--- src/rtl/decode_stage.sv ---
// Registered decode stage for the 20-bit SuperSpeed ISA: combinational decode feeding a
// main output register backed by a one-entry skid register, plus halt lock, flush and counter.
module decode_stage #(
  parameter int DATA_W = 20,
  parameter int ADDR_W = 10,
  parameter int CNT_W  = 16
) (
  input  logic              clk,
  input  logic              rst_n,
  input  logic              flush,
  input  logic              in_valid,
  output logic              in_ready,
  input  logic [19:0]       in_instr,
  input  logic [ADDR_W-1:0] in_pc,
  output logic              out_valid,
  input  logic              out_ready,
  output logic [ADDR_W-1:0] out_pc,
  output logic [2:0]        alu_select,
  output logic              alu,
  output logic              is_imm,
  output logic              ld,
  output logic              st,
  output logic              push,
  output logic              pop,
  output logic              jump,
  output logic              be,
  output logic              be_select,
  output logic              halt,
  output logic              illegal,
  output logic [3:0]        dr,
  output logic [3:0]        sr1,
  output logic [3:0]        sr2,
  output logic [DATA_W-1:0] imm,
  output logic [ADDR_W-1:0] addr,
  output logic              halted,
  output logic [CNT_W-1:0]  decode_count
);

  typedef struct packed {
    logic [ADDR_W-1:0] pc;
    logic [2:0]        alu_select;
    logic              alu;
    logic              is_imm;
    logic              ld;
    logic              st;
    logic              push;
    logic              pop;
    logic              jump;
    logic              be;
    logic              be_select;
    logic              halt;
    logic              illegal;
    logic [3:0]        dr;
    logic [3:0]        sr1;
    logic [3:0]        sr2;
    logic [DATA_W-1:0] imm;
    logic [ADDR_W-1:0] addr;
  } entry_t;

  localparam logic [CNT_W-1:0] CNT_MAX = '1;

  logic [4:0]         op;
  logic               is_alu;
  logic               regform;
  logic signed [6:0]  imm7;
  logic [ADDR_W+9:0]  addr_be_ext;
  logic [ADDR_W+9:0]  addr_abs_ext;
  entry_t             dec;

  entry_t             main_q, main_d;
  entry_t             skid_q, skid_d;
  logic               main_vld_q, main_vld_d;
  logic               skid_vld_q, skid_vld_d;
  logic               halted_q, halted_d;
  logic [CNT_W-1:0]   cnt_q, cnt_d;
  logic               accept;
  logic               xfer;

  assign op           = in_instr[19:15];
  assign is_alu       = (op >= 5'd1) && (op <= 5'd10);
  assign regform      = is_alu & op[0];
  assign imm7         = in_instr[6:0];
  // Widen first, then keep the low ADDR_W bits: zero-extends or truncates for any ADDR_W.
  assign addr_be_ext  = {{(ADDR_W + 3){1'b0}}, in_instr[6:0]};
  assign addr_abs_ext = {{ADDR_W{1'b0}}, in_instr[9:0]};

  // NOTE: every field gets a default before the case logic so no latch is inferred.
  always_comb begin
    dec            = '0;
    dec.pc         = in_pc;
    dec.halt       = (op == 5'd0);
    dec.alu        = is_alu;
    dec.is_imm     = is_alu & ~op[0];
    if (is_alu) begin
      dec.alu_select = {op > 5'd8,
                        (op >= 5'd5) && (op <= 5'd8),
                        (op == 5'd3) || (op == 5'd4) || (op == 5'd7) || (op == 5'd8)};
    end
    dec.ld         = (op == 5'd11);
    dec.st         = (op == 5'd12);
    dec.push       = (op == 5'd13);
    dec.pop        = (op == 5'd14);
    dec.jump       = (op == 5'd15);
    dec.be         = (op == 5'd16) || (op == 5'd17);
    dec.be_select  = (op == 5'd16);
    dec.illegal    = (op >= 5'd18);

    if (dec.pop)       dec.dr = in_instr[3:0];
    else if (dec.ld)   dec.dr = in_instr[13:10];
    else if (regform)  dec.dr = in_instr[11:8];
    else               dec.dr = in_instr[14:11];

    if (dec.push)        dec.sr1 = in_instr[3:0];
    else if (regform)    dec.sr1 = in_instr[7:4];
    else if (dec.is_imm) dec.sr1 = in_instr[10:7];
    else if (dec.st)     dec.sr1 = in_instr[13:10];
    else                 dec.sr1 = in_instr[14:11];

    dec.sr2  = regform ? in_instr[3:0] : in_instr[10:7];
    dec.imm  = DATA_W'(imm7);
    dec.addr = dec.be ? addr_be_ext[ADDR_W-1:0] : addr_abs_ext[ADDR_W-1:0];
  end

  assign in_ready = ~skid_vld_q & ~halted_q & ~flush;
  assign accept   = in_valid & in_ready;
  assign xfer     = main_vld_q & out_ready;

  always_comb begin
    main_d     = main_q;
    skid_d     = skid_q;
    main_vld_d = main_vld_q;
    skid_vld_d = skid_vld_q;
    halted_d   = halted_q;
    cnt_d      = cnt_q;

    if (flush) begin
      main_vld_d = 1'b0;
      skid_vld_d = 1'b0;
      halted_d   = 1'b0;
    end else begin
      if (xfer && cnt_q != CNT_MAX) cnt_d = cnt_q + 1'b1;
      if (accept && dec.halt) halted_d = 1'b1;

      if (xfer || !main_vld_q) begin
        // Main frees up this cycle; a waiting skid entry always goes first to keep order.
        if (skid_vld_q) begin
          main_d     = skid_q;
          main_vld_d = 1'b1;
          skid_vld_d = 1'b0;
        end else begin
          main_vld_d = accept;
          if (accept) main_d = dec;
        end
      end else if (accept) begin
        skid_d     = dec;
        skid_vld_d = 1'b1;
      end
    end
  end

  // NOTE: sequential state uses non-blocking assignments only; the data registers are
  // reset too because the decoded fields must read zero out of reset.
  always_ff @(posedge clk or negedge rst_n) begin
    if (!rst_n) begin
      main_q     <= '0;
      skid_q     <= '0;
      main_vld_q <= 1'b0;
      skid_vld_q <= 1'b0;
      halted_q   <= 1'b0;
      cnt_q      <= '0;
    end else begin
      main_q     <= main_d;
      skid_q     <= skid_d;
      main_vld_q <= main_vld_d;
      skid_vld_q <= skid_vld_d;
      halted_q   <= halted_d;
      cnt_q      <= cnt_d;
    end
  end

  assign out_valid    = main_vld_q;
  assign out_pc       = main_q.pc;
  assign alu_select   = main_q.alu_select;
  assign alu          = main_q.alu;
  assign is_imm       = main_q.is_imm;
  assign ld           = main_q.ld;
  assign st           = main_q.st;
  assign push         = main_q.push;
  assign pop          = main_q.pop;
  assign jump         = main_q.jump;
  assign be           = main_q.be;
  assign be_select    = main_q.be_select;
  assign halt         = main_q.halt;
  assign illegal      = main_q.illegal;
  assign dr           = main_q.dr;
  assign sr1          = main_q.sr1;
  assign sr2          = main_q.sr2;
  assign imm          = main_q.imm;
  assign addr         = main_q.addr;
  assign halted       = halted_q;
  assign decode_count = cnt_q;

endmodule

--- config.mk ---
export PLATFORM = sky130hd
export DESIGN_NAME = decode_stage
export DESIGN_NICKNAME = d
export VERILOG_FILES = /design/src/rtl/decode_stage.sv
export SDC_FILE = /design/constraint.sdc
export NUM_CORES = 1
export LEC_CHECK = 0
export ABC_AREA = 1
export CAP_MARGIN = 15
export CORE_ASPECT_RATIO = 0.7
export CORE_MARGIN = 4
export CORE_UTILIZATION = 51
export CTS_CLUSTER_SIZE = 20
export DETAILED_ROUTE_END_ITERATION = 6
export PLACE_DENSITY = 0.81
export REMOVE_ABC_BUFFERS = 1
export SYNTH_ARGS = -nofsm -noshare
export SYNTH_HDL_FRONTEND = slang
export SYNTH_SLANG_ARGS = --single-unit
--- constraint.sdc ---
create_clock -name clk -period 2.1 [get_ports clk]
set_clock_uncertainty 0.15 [all_clocks]
set_input_delay 0.42 -clock clk [delete_from_list [all_inputs] [get_ports clk]]
set_output_delay 0.42 -clock clk [all_outputs]
set_load 0.005 [all_outputs]
==> run_results.csv, run 1 <==
group,metric,value,unit
drt,drtAntennaViolNets,0,
worst_setup_path,max_stage_delay,0.55,ns
clock_network,clockBufferDepth,2,
power,power,5.997,mW
finish,final_cell_mix,"nand2_1, clkdlybuf4s50_1, dfrtp_1",
sta,finalCritPeriodShare,93.69,%
power,p_sw,1.720,mW
sta,rsz0062_at_grt,"no",
sta,finalHoldViolCount,0,
sta,max_freq,508.2,MHz
die,pin_count,120,
drt,drt_iter0_drc,451,
sta,worst_pin_slew,0.5392,ns
clock_network,cts_tree,"done",
grt,grt-ovfl-total,0,
finish,mostFrequentLayoutCell,"nand2_1",
synthesis,synth_edf_count,0,
die,placeableCoreArea,0.01051,mm^2
power,leakagePower,3.504,nW
power,comb_power_share,26.1,%
place,gp_congestion,0.9625,
grt,grt_antenna_before_repair,0,
synthesis,ys_seq_area_share,49.87,%
die,die_x,132.9,um
worst_setup_path,cp-end-kind,"output pin",
clock_network,cts_buffers,9,
worst_setup_path,cp.required,1.53,ns
clock_network,cts-root-buf,"clkbuf_16",
grt,grt_pass1_vias,4942,
synthesis,synth-seq-cells,111,
grt,grtUsageTotal,23.89,%
die,start_util,52.99,%
grt,grt_pass1_wl,24.41,mm
synthesis,ys.flop_type,"dfrtp_1",
finish,instances_no_fill,976,
power,p_clk_share,25.8,%
drt,vias,5163,
finish,syn_to_final_growth,31.29,%
finish,n_antenna_cell,0,
worst_setup_path,cp.arrival,1.40,ns
clock_network,h-tree-depth,3,
die,die_h,95.44,um
synthesis,syn_area,0.005570,mm^2
power,p_seq_share,48.0,%
place,place_hpwl,10.62,mm
finish,finalNetCount,859,
power,p_int,4.277,mW
clock_network,clk_pin_slew,0.07,ns
place,place_inst,959,
finish,drive_gt1_share,10.14,%
hold_path,hold_path.class,"reg2reg",
worst_setup_path,crit_path_top_delay_cell,"clkdlybuf4s50_1",
drt,wl_per_cell,15.07,um
drt,routed_via_density,5.290,
synthesis,ys_warn_count,0,
power,p_per_area,820.1,mW/mm^2
sta,slew_violations,0,
drt,first_pass_iters,5,
power,ir_drop,406.2,uV
drt,drc,0,
sta,setup_viol,0,
sta,whs,0.3258,ns
worst_setup_path,critPathKind,"reg2out",
run,max_cap_violations,0,
finish,fillers,813,
synthesis,netlist_instances,699,
worst_setup_path,crit_buf_inv,1,
sta,fin_crit,1.968,ns
worst_setup_path,startpoint_type,"register",
run_status,outcome,"finished clean",
clock_network,clock-sinks,111,
clock_network,clk_latency,0.35,ns
die,rows,31,
worst_setup_path,crit_family,"buffers and inverters",
finish,final_util,69.58,%
place,numPortBuffers,119,
clock_network,postCtsSetupRepairBufs,0,
power,swShare,28.68,%
sta,finalWorstSetupSlack,0.1324,ns
drt,wirelength,14.71,mm
worst_setup_path,cp_cell_sequence,"clkdlybuf4s50_1",
die,die_area,0.01268,mm^2
place,pre_cts_ws,-0.2060,ns
worst_setup_path,worstPathMaxFanout,16,
grt,grt_max_degree,52,
sta,relSlewSlack,64.06,%
synthesis,ys_types,35,
synthesis,postSynthAreaPerCell,7.969,um^2
synthesis,synthArstFlopShare,100.0,%
[synth_stat cells, types with 2 or more instances]
cell type / instances / area share [%]
a21oi_1: 24 / 2.2
a31oi_1: 24 / 2.7
buf_2: 7 / 0.63
buf_4: 23 / 3.1
buf_6: 8 / 1.6
clkbuf_1: 11 / 0.74
dfrtp_1: 111 / 50
inv_1: 35 / 2.4
inv_2: 6 / 0.40
nand2_1: 241 / 16
nand2_2: 5 / 0.56
nand3_1: 35 / 3.1
nand3_2: 2 / 0.36
nand4_1: 9 / 1.0
nor2_1: 73 / 4.9
nor2_4: 4 / 0.81
nor3_1: 3 / 0.27
o21a_1: 3 / 0.40
o21ai_0: 42 / 3.8
o21ai_1: 6 / 0.54
xnor2_1: 6 / 0.94
xor2_1: 8 / 1.3
[cell type report]
cell class                      count  area, um^2  share of cell area [%]
Tap cell                          148       185.2                   2.532
Timing Repair Buffer              163        1638                   22.40
Multi-Input combinational cell    496        2293                   31.36
Sequential cell                   111        2779                   38.00
Clock buffer                       12       236.5                   3.234
Clock inverter                      4       22.52                  0.3080
Inverter                           42       158.9                   2.173
[timing repair]
item,in CTS,in global routing
hold buffers,1,0
gates resized for setup,2,4
gates cloned,0,0
endpoints found under the setup margin,16,5
hold endpoints to repair,28,0
[registers in the layout, indices dropped and copies added, names as in the netlist, 3 cells and up]
name	flops
sr2	4
alu_select	3
dr	4
imm	7
skid_q	46
addr	3
decode_count	16
sr1	4
out_pc	10
[final timing paths]
path	from	end	slack [ns]	cells past startpoint
setup / recovery	imm[18]	imm[9]	0.13	1
setup reg to reg	decode_count[7]	decode_count[4]	0.20	10
max in group asynchronous	rst_n	imm[18]	0.80	3
min in group asynchronous	rst_n	be_select	0.41	2
hold / removal	skid_q[57]	skid_q[57]	0.33	2
hold reg to reg	skid_q[57]	skid_q[57]	0.33	2
[cell families after synthesis]
| group | Yosys count | share of synthesized area (%) |
|---|---|---|
| simple gates | 378 | 28.35 |
| flops | 111 | 49.87 |
| compound gates | 103 | 10.36 |
| buf+inv | 92 | 9.007 |
| xor+xnor | 14 | 2.201 |
| fa+ha+maj | 1 | 0.2246 |
[power by group through the flow]
| stage | registers, mW | logic (mW) | clock network (mW) |
|---|---|---|---|
| floorplan | 2.89 | 0.549 | 0 |
| global placement | 2.88 | 1.54 | 0 |
| detailed placement | 2.91 | 1.58 | 0 |
| CTS | 2.88 | 1.59 | 1.58 |
| global route | 2.93 | 1.74 | 1.67 |
| finish | 2.88 | 1.57 | 1.55 |
[metrics by stage]
stage / instance area (um^2) / TNS (ns)
2_1_floorplan: 5228 / -46.09
3_3_place_gp: 7037 / -3.719
3_5_place_dp: 7037 / -5.564
4_1_cts: 7306 / 0
5_1_grt: 7313 / 0
6_report: 7313 / 0
[routing by layer]
layer | share of wire (%) | global-route usage [%] | up-vias
met5 | 0 | 0 | -
met4 | 1.6 | 7.007 | 0
met3 | 6.8 | 4.589 | 19
met2 | 46 | 38.77 | 205
met1 | 45 | 33.03 | 2471
li1 | - | - | 2468
(Power assumes the default switching activity.)
==> run 2: changes to the inputs <==
- ABC_AREA: 1 -> default
- ABC_CLOCK_PERIOD_IN_PS: default -> 2100
- CORE_ASPECT_RATIO: 0.7 -> default
==> run 2 against run 1 <==
Compared with the run above: core utilization grew 0.12 points; area after synthesis is 2.0% lower; hold slack improved by 0.0015 ns; final cell count is 17% lower; clock power decreased by 8%; fmax down 1.9%; critical endpoint is now imm[8]; power down 9.4%; highest routed layer unchanged.
==> run_results.csv, run 2 <==
group,metric,value,unit
worst_setup_path,cp_cell_sequence,"clkdlybuf4s50_1",
sta,setup_tns,0,ns
grt,grt_antenna_before_repair,0,
finish,fillers,785,
drt,vias,4453,
worst_setup_path,crit_buf_inv,1,
sta,rsz0062_at_grt,"no",
worst_setup_path,worstPathMaxFanout,16,
power,p_per_area,751.6,mW/mm^2
sta,finalCritPeriodShare,95.50,%
drt,first_pass_iters,4,
drt,wl_per_cell,16.21,um
hold_path,hold_path.class,"reg2reg",
die,start_util,52.63,%
synthesis,netlist_instances,541,
grt,grt_pass1_wl,22.70,mm
clock_network,clk_latency,0.36,ns
synthesis,ys.flop_type,"dfrtp_1",
power,p_int,3.988,mW
power,ir_drop,432.3,uV
power,power,5.432,mW
synthesis,synth.most_common_cell,"dfrtp_1",
synthesis,synth-seq-cells,111,
worst_setup_path,cp.required,1.53,ns
worst_setup_path,max_stage_delay,0.55,ns
power,p_sw,1.444,mW
die,rows,37,
sta,relSlewSlack,60.51,%
worst_setup_path,critPathKind,"reg2out",
run_status,outcome,"finished clean",
die,placeableCoreArea,0.01037,mm^2
sta,setup_viol,0,
worst_setup_path,crit_path_top_delay_cell,"clkdlybuf4s50_1",
grt,grt-ovfl-total,0,
finish,n_antenna_cell,0,
place,numPortBuffers,119,
power,leakagePower,3.194,nW
finish,syn_to_final_growth,32.42,%
clock_network,clockBufferDepth,2,
sta,max_freq,498.6,MHz
clock_network,cts_tree,"done",
die,die_h,111.4,um
synthesis,synthArstFlopShare,100.0,%
synthesis,synth.area.top_cells,"dfrtp_1, nand2_1, mux2i_1, o21ai_1, mux2_1",
synthesis,postSynthAreaPerCell,10.09,um^2
synthesis,synth_edf_count,0,
synthesis,synth_top_area_share,50.89,%
finish,final_cell_mix,"clkdlybuf4s50_1, dfrtp_1, nand2_1",
worst_setup_path,cp-end-kind,"output pin",
place,place_inst,796,
power,p_clk_share,26.4,%
power,p_seq_share,50.1,%
die,die_area,0.01242,mm^2
finish,drive_gt1_share,14.16,%
sta,slew_violations,0,
grt,grtUsageTotal,21.91,%
worst_setup_path,startpoint_type,"register",
synthesis,synth_common_cells,"dfrtp_1, nand2_1, o21ai_1, mux2i_1, buf_4",
finish,instances_no_fill,814,
finish,largest_register,"skid_q",
worst_setup_path,cp.arrival,1.44,ns
finish,multi_input_area,0.002366,mm^2
clock_network,clock-sinks,111,
synthesis,ys_types,54,
grt,grt_pass1_vias,4725,
place,gp_congestion,0.9354,
sta,finalHoldViolCount,0,
drt,drtAntennaViolNets,0,
place,place_hpwl,9.573,mm
power,swShare,26.59,%
place,pre_cts_ws,-0.2634,ns
finish,regArea,0.002780,mm^2
synthesis,syn_area,0.005458,mm^2
synthesis,ys_seq_area_share,50.89,%
clock_network,h-tree-depth,3,
clock_network,cts-root-buf,"clkbuf_8",
sta,finalWorstSetupSlack,0.09442,ns
die,die_x,111.4,um
finish,finalNetCount,709,
drt,wirelength,13.20,mm
worst_setup_path,crit_family,"buffers and inverters",
power,comb_power_share,23.6,%
finish,mostFrequentLayoutCell,"clkdlybuf4s50_1",
finish,largest_register_ffs,46,
clock_network,cts_buffers,9,
grt,grt_max_degree,62,
run,max_cap_violations,0,
synthesis,synth_largest_area_cell,"dfrtp_1",
sta,fin_crit,2.006,ns
drt,routed_via_density,5.471,
synthesis,ys_warn_count,0,
clock_network,clk_pin_slew,0.10,ns
die,pin_count,120,
drt,drc,0,
drt,drt_iter0_drc,244,
sta,worst_pin_slew,0.5923,ns
-- run 2: repair_timing --
action,in CTS,in global routing
hold buffers,1,0
buffers inserted,1,0
setup endpoints to repair,16,2
resized for setup,3,2
hold endpoints to repair,38,0
cloned,0,0
-- run 2: stage by stage --
stage	hold WS, ns	instance area [um^2]	util [%]
global route	0.3352	7227	69.69
floorplan	-0.02559	5149	-
CTS	0.3316	7223	69.65
global placement	0.2835	6975	67.27
finish	0.3273	7227	69.69
detailed placement	0.2895	6975	67.27
-- run 2: cells by family (layout without fill, tap and decap cells) --
family	Yosys count	count (layout)	share of synthesized area, %
AND/OR/NAND/NOR	174	174	15.61
AO/OA/AOI/OAI	126	126	13.80
flip-flops	111	111	50.89
multiplexers	58	58	11.28
buffers and inverters	57	194	5.937
XOR/XNOR	14	14	2.247
adder cells (fa/ha/maj)	1	1	0.2292
-- run 2: final cells by class --
cell class                      instances  share of cell area (%)
Tap cell                              136                   2.355
Sequential cell                       111                   38.47
Clock buffer                           11                   2.095
Timing Repair Buffer                  174                   23.03
Multi-Input combinational cell        373                   32.74
Inverter                                4                  0.2078
Clock inverter                          5                   1.108
-- run 2: layer usage --
| metal | part of all wire (%) | track usage [%] | up-vias |
|---|---|---|---|
| li1 | - | - | 2134 |
| met1 | 42 | 28.36 | 2147 |
| met2 | 49 | 37.03 | 157 |
| met3 | 6.9 | 6.141 | 15 |
| met4 | 1.2 | 4.785 | 0 |
| met5 | 0 | 0 | - |
-- run 2: worst paths after layout --
path,startpoint,to,slack (ns),cells past startpoint
worst max-delay path,imm[18],imm[8],0.09,1
worst min-delay path,be_select,be_select,0.33,2
worst max register to register,decode_count[0],decode_count[1],0.17,5
worst min register to register,be_select,be_select,0.33,2
max in group asynchronous,rst_n,skid_q[54],0.79,3
min in group asynchronous,rst_n,out_pc[7],0.42,2
-- run 2: power groups by stage --
stage	Clock, mW	Combinational [mW]	Sequential, mW
5_1_grt	1.54	1.41	2.77
3_5_place_dp	0	1.29	2.76
4_1_cts	1.47	1.30	2.72
6_report	1.43	1.28	2.72
3_3_place_gp	0	1.24	2.73
2_1_floorplan	0	0.444	2.74
==> run 3: changes to the inputs <==
- ABC_CLOCK_PERIOD_IN_PS: 2100 -> 2600
- CORE_MARGIN: 4 -> 8
- CORE_UTILIZATION: 51 -> 55
- PLACE_DENSITY: 0.81 -> 0.87
- clock period: 2.1 -> 2.6 ns (I/O delays scaled with it)
==> run 3 against run 2 <==
Compared with the run above: core utilization grew 2.0 points; routed wire length grew 1.9%; final area shrank 3.9%; non-clock buffer count shrank 32; largest cell class unchanged; power shrank 20%; final cell count shrank 4.3%; global-route usage shrank 1.1 points; worst setup slack gained 0.047 ns; register-to-register slack gained 0.41 ns; sequential power shrank 19%; die area grew 7.6%; critical endpoint is now in_ready; flip-flop and latch count is the same.
==> run_results.csv, run 3 (synthesis gave the netlist of run 2 again) <==
group,metric,value,unit
drt,drtAntennaViolNets,0,
die,rows,36,
place,gp_congestion,0.8797,
run_status,outcome,"finished clean",
die,pin_count,120,
place,place_inst,762,
worst_setup_path,startpoint_type,"input port",
finish,largest_register_ffs,46,
run,max_cap_violations,0,
sta,finalHoldViolCount,0,
clock_network,h-tree-depth,3,
finish,largest_register,"skid_q",
power,leakagePower,3.019,nW
drt,vias,4410,
worst_setup_path,r2r_start,"decode_count[0]",
worst_setup_path,cp.arrival,1.79,ns
grt,grt_max_degree,73,
worst_setup_path,cp.required,1.93,ns
finish,final_util,71.68,%
clock_network,clk_pin_slew,0.10,ns
sta,setup_viol,0,
hold_path,hold_path.class,"reg2reg",
drt,drc,0,
drt,first_pass_iters,4,
finish,drive_gt1_share,9.443,%
die,die_x,115.6,um
sta,finalCritPeriodShare,94.57,%
drt,wl_per_cell,17.27,um
grt,grt-ovfl-total,0,
clock_network,cts_buffers,9,
grt,grt_antenna_before_repair,0,
grt,grt_pass1_wl,22.09,mm
sta,fin_crit,2.459,ns
grt,grt_pass1_vias,4467,
finish,fillers,712,
finish,syn_to_final_growth,27.19,%
worst_setup_path,critPathKind,"in2out",
place,numPortBuffers,119,
drt,routed_via_density,5.661,
worst_setup_path,regToRegSetupSlack,0.58,ns
die,start_util,56.36,%
finish,multi_input_area,0.002362,mm^2
power,p_per_area,628.2,mW/mm^2
grt,grtUsageTotal,20.80,%
sta,rsz0062_at_grt,"no",
clock_network,clockBufferDepth,2,
finish,finalNetCount,677,
sta,slew_violations,0,
clock_network,clock-sinks,111,
clock_network,cts_tree,"done",
clock_network,clk_latency,0.38,ns
sta,whs,0.3409,ns
die,die_area,0.01337,mm^2
sta,relSlewSlack,50.02,%
sta,finalWorstSetupSlack,0.1413,ns
worst_setup_path,crit_path_start,"flush",
clock_network,cts-root-buf,"clkbuf_8",
power,ir_drop,440.2,uV
die,placeableCoreArea,0.009684,mm^2
finish,final_cell_mix,"clkdlybuf4s50_1, dfrtp_1, nand2_1",
sta,max_freq,406.7,MHz
finish,instances_no_fill,779,
clock_network,postCtsSetupRepairBufs,0,
worst_setup_path,worstPathMaxFanout,4,
finish,regArea,0.002779,mm^2
hold_path,holdCritStartpoint,"be_select",
worst_setup_path,ff2ff_path_depth,5,
finish,n_antenna_cell,0,
die,die_h,115.6,um
worst_setup_path,cp-end-kind,"output pin",
worst_setup_path,endpoint,"in_ready",
place,pre_cts_ws,0.02719,ns
sta,worst_pin_slew,0.7498,ns
finish,mostFrequentLayoutCell,"clkdlybuf4s50_1",
worst_setup_path,timing.rr.end,"decode_count[1]",
drt,drt_iter0_drc,269,
place,place_hpwl,9.728,mm
drt,wirelength,13.45,mm
==> run 3: cell count changes in the layout (fill, tap and decap cells not counted), sizes merged <==
cell and change:
inv +1, dlygate4sd2 -2, buf -32, clkbuf -1
clkdlybuf4s50 +2
==> run 3: critical path, stage by stage <==
cell             delay, ns
clkdlybuf4s50_1       0.47
nor3_2                0.25
clkdlybuf4s50_1       0.55
==> run 3: layout make-up <==
class                           count  area share [%]
Tap cell                          133           2.397
Inverter                            4          0.2163
Timing Repair Buffer              142           20.01
Clock inverter                      6           1.334
Multi-Input combinational cell    373           34.03
Sequential cell                   111           40.03
Clock buffer                       10           1.983
==> run 3: through the flow <==
stage | area (um^2) | total power, mW | TNS [ns]
2_1_floorplan | 5149 | 2.571 | -57.23
3_3_place_gp | 6701 | 3.180 | 0
3_5_place_dp | 6701 | 3.243 | 0
4_1_cts | 6942 | 4.406 | 0
5_1_grt | 6942 | 4.595 | 0
6_report | 6942 | 4.361 | 0
==> run 3: worst min path at each step <==
stage / endpoint / slack, ns / cells after the start
4_1_cts: skid_q[52] / 0.34 / 2
3_3_place_gp: skid_q[50] / 0.31 / 2
3_5_place_dp: skid_q[52] / 0.32 / 2
6_report: be_select / 0.34 / 2
2_1_floorplan: addr[7] / 0.07 / 0
5_1_grt: skid_q[47] / 0.36 / 2
==> run 3: repair_timing <==
| action | CTS | global route |
|---|---|---|
| gates resized for setup | 0 | 0 |
| hold endpoints to repair | 35 | 0 |
| hold buffers | 1 | 0 |
==> run 3: power by group <==
| group | switching [mW] | internal (mW) | leakage [nW] |
|---|---|---|---|
| combinational | 0.410 | 0.591 | 1.49 |
| sequential | 0.193 | 2.00 | 1.42 |
| clock | 0.589 | 0.574 | 0.109 |
| total | 1.19 | 3.17 | 3.02 |
==> run 3: routing by layer <==
metal	up-vias	wire, um	GRT usage, %
met3	21	860	4.742
met5	-	0	0
li1	2076	-	-
met2	145	6550	34.11
met1	2168	5779	26.18
met4	0	262	8.211
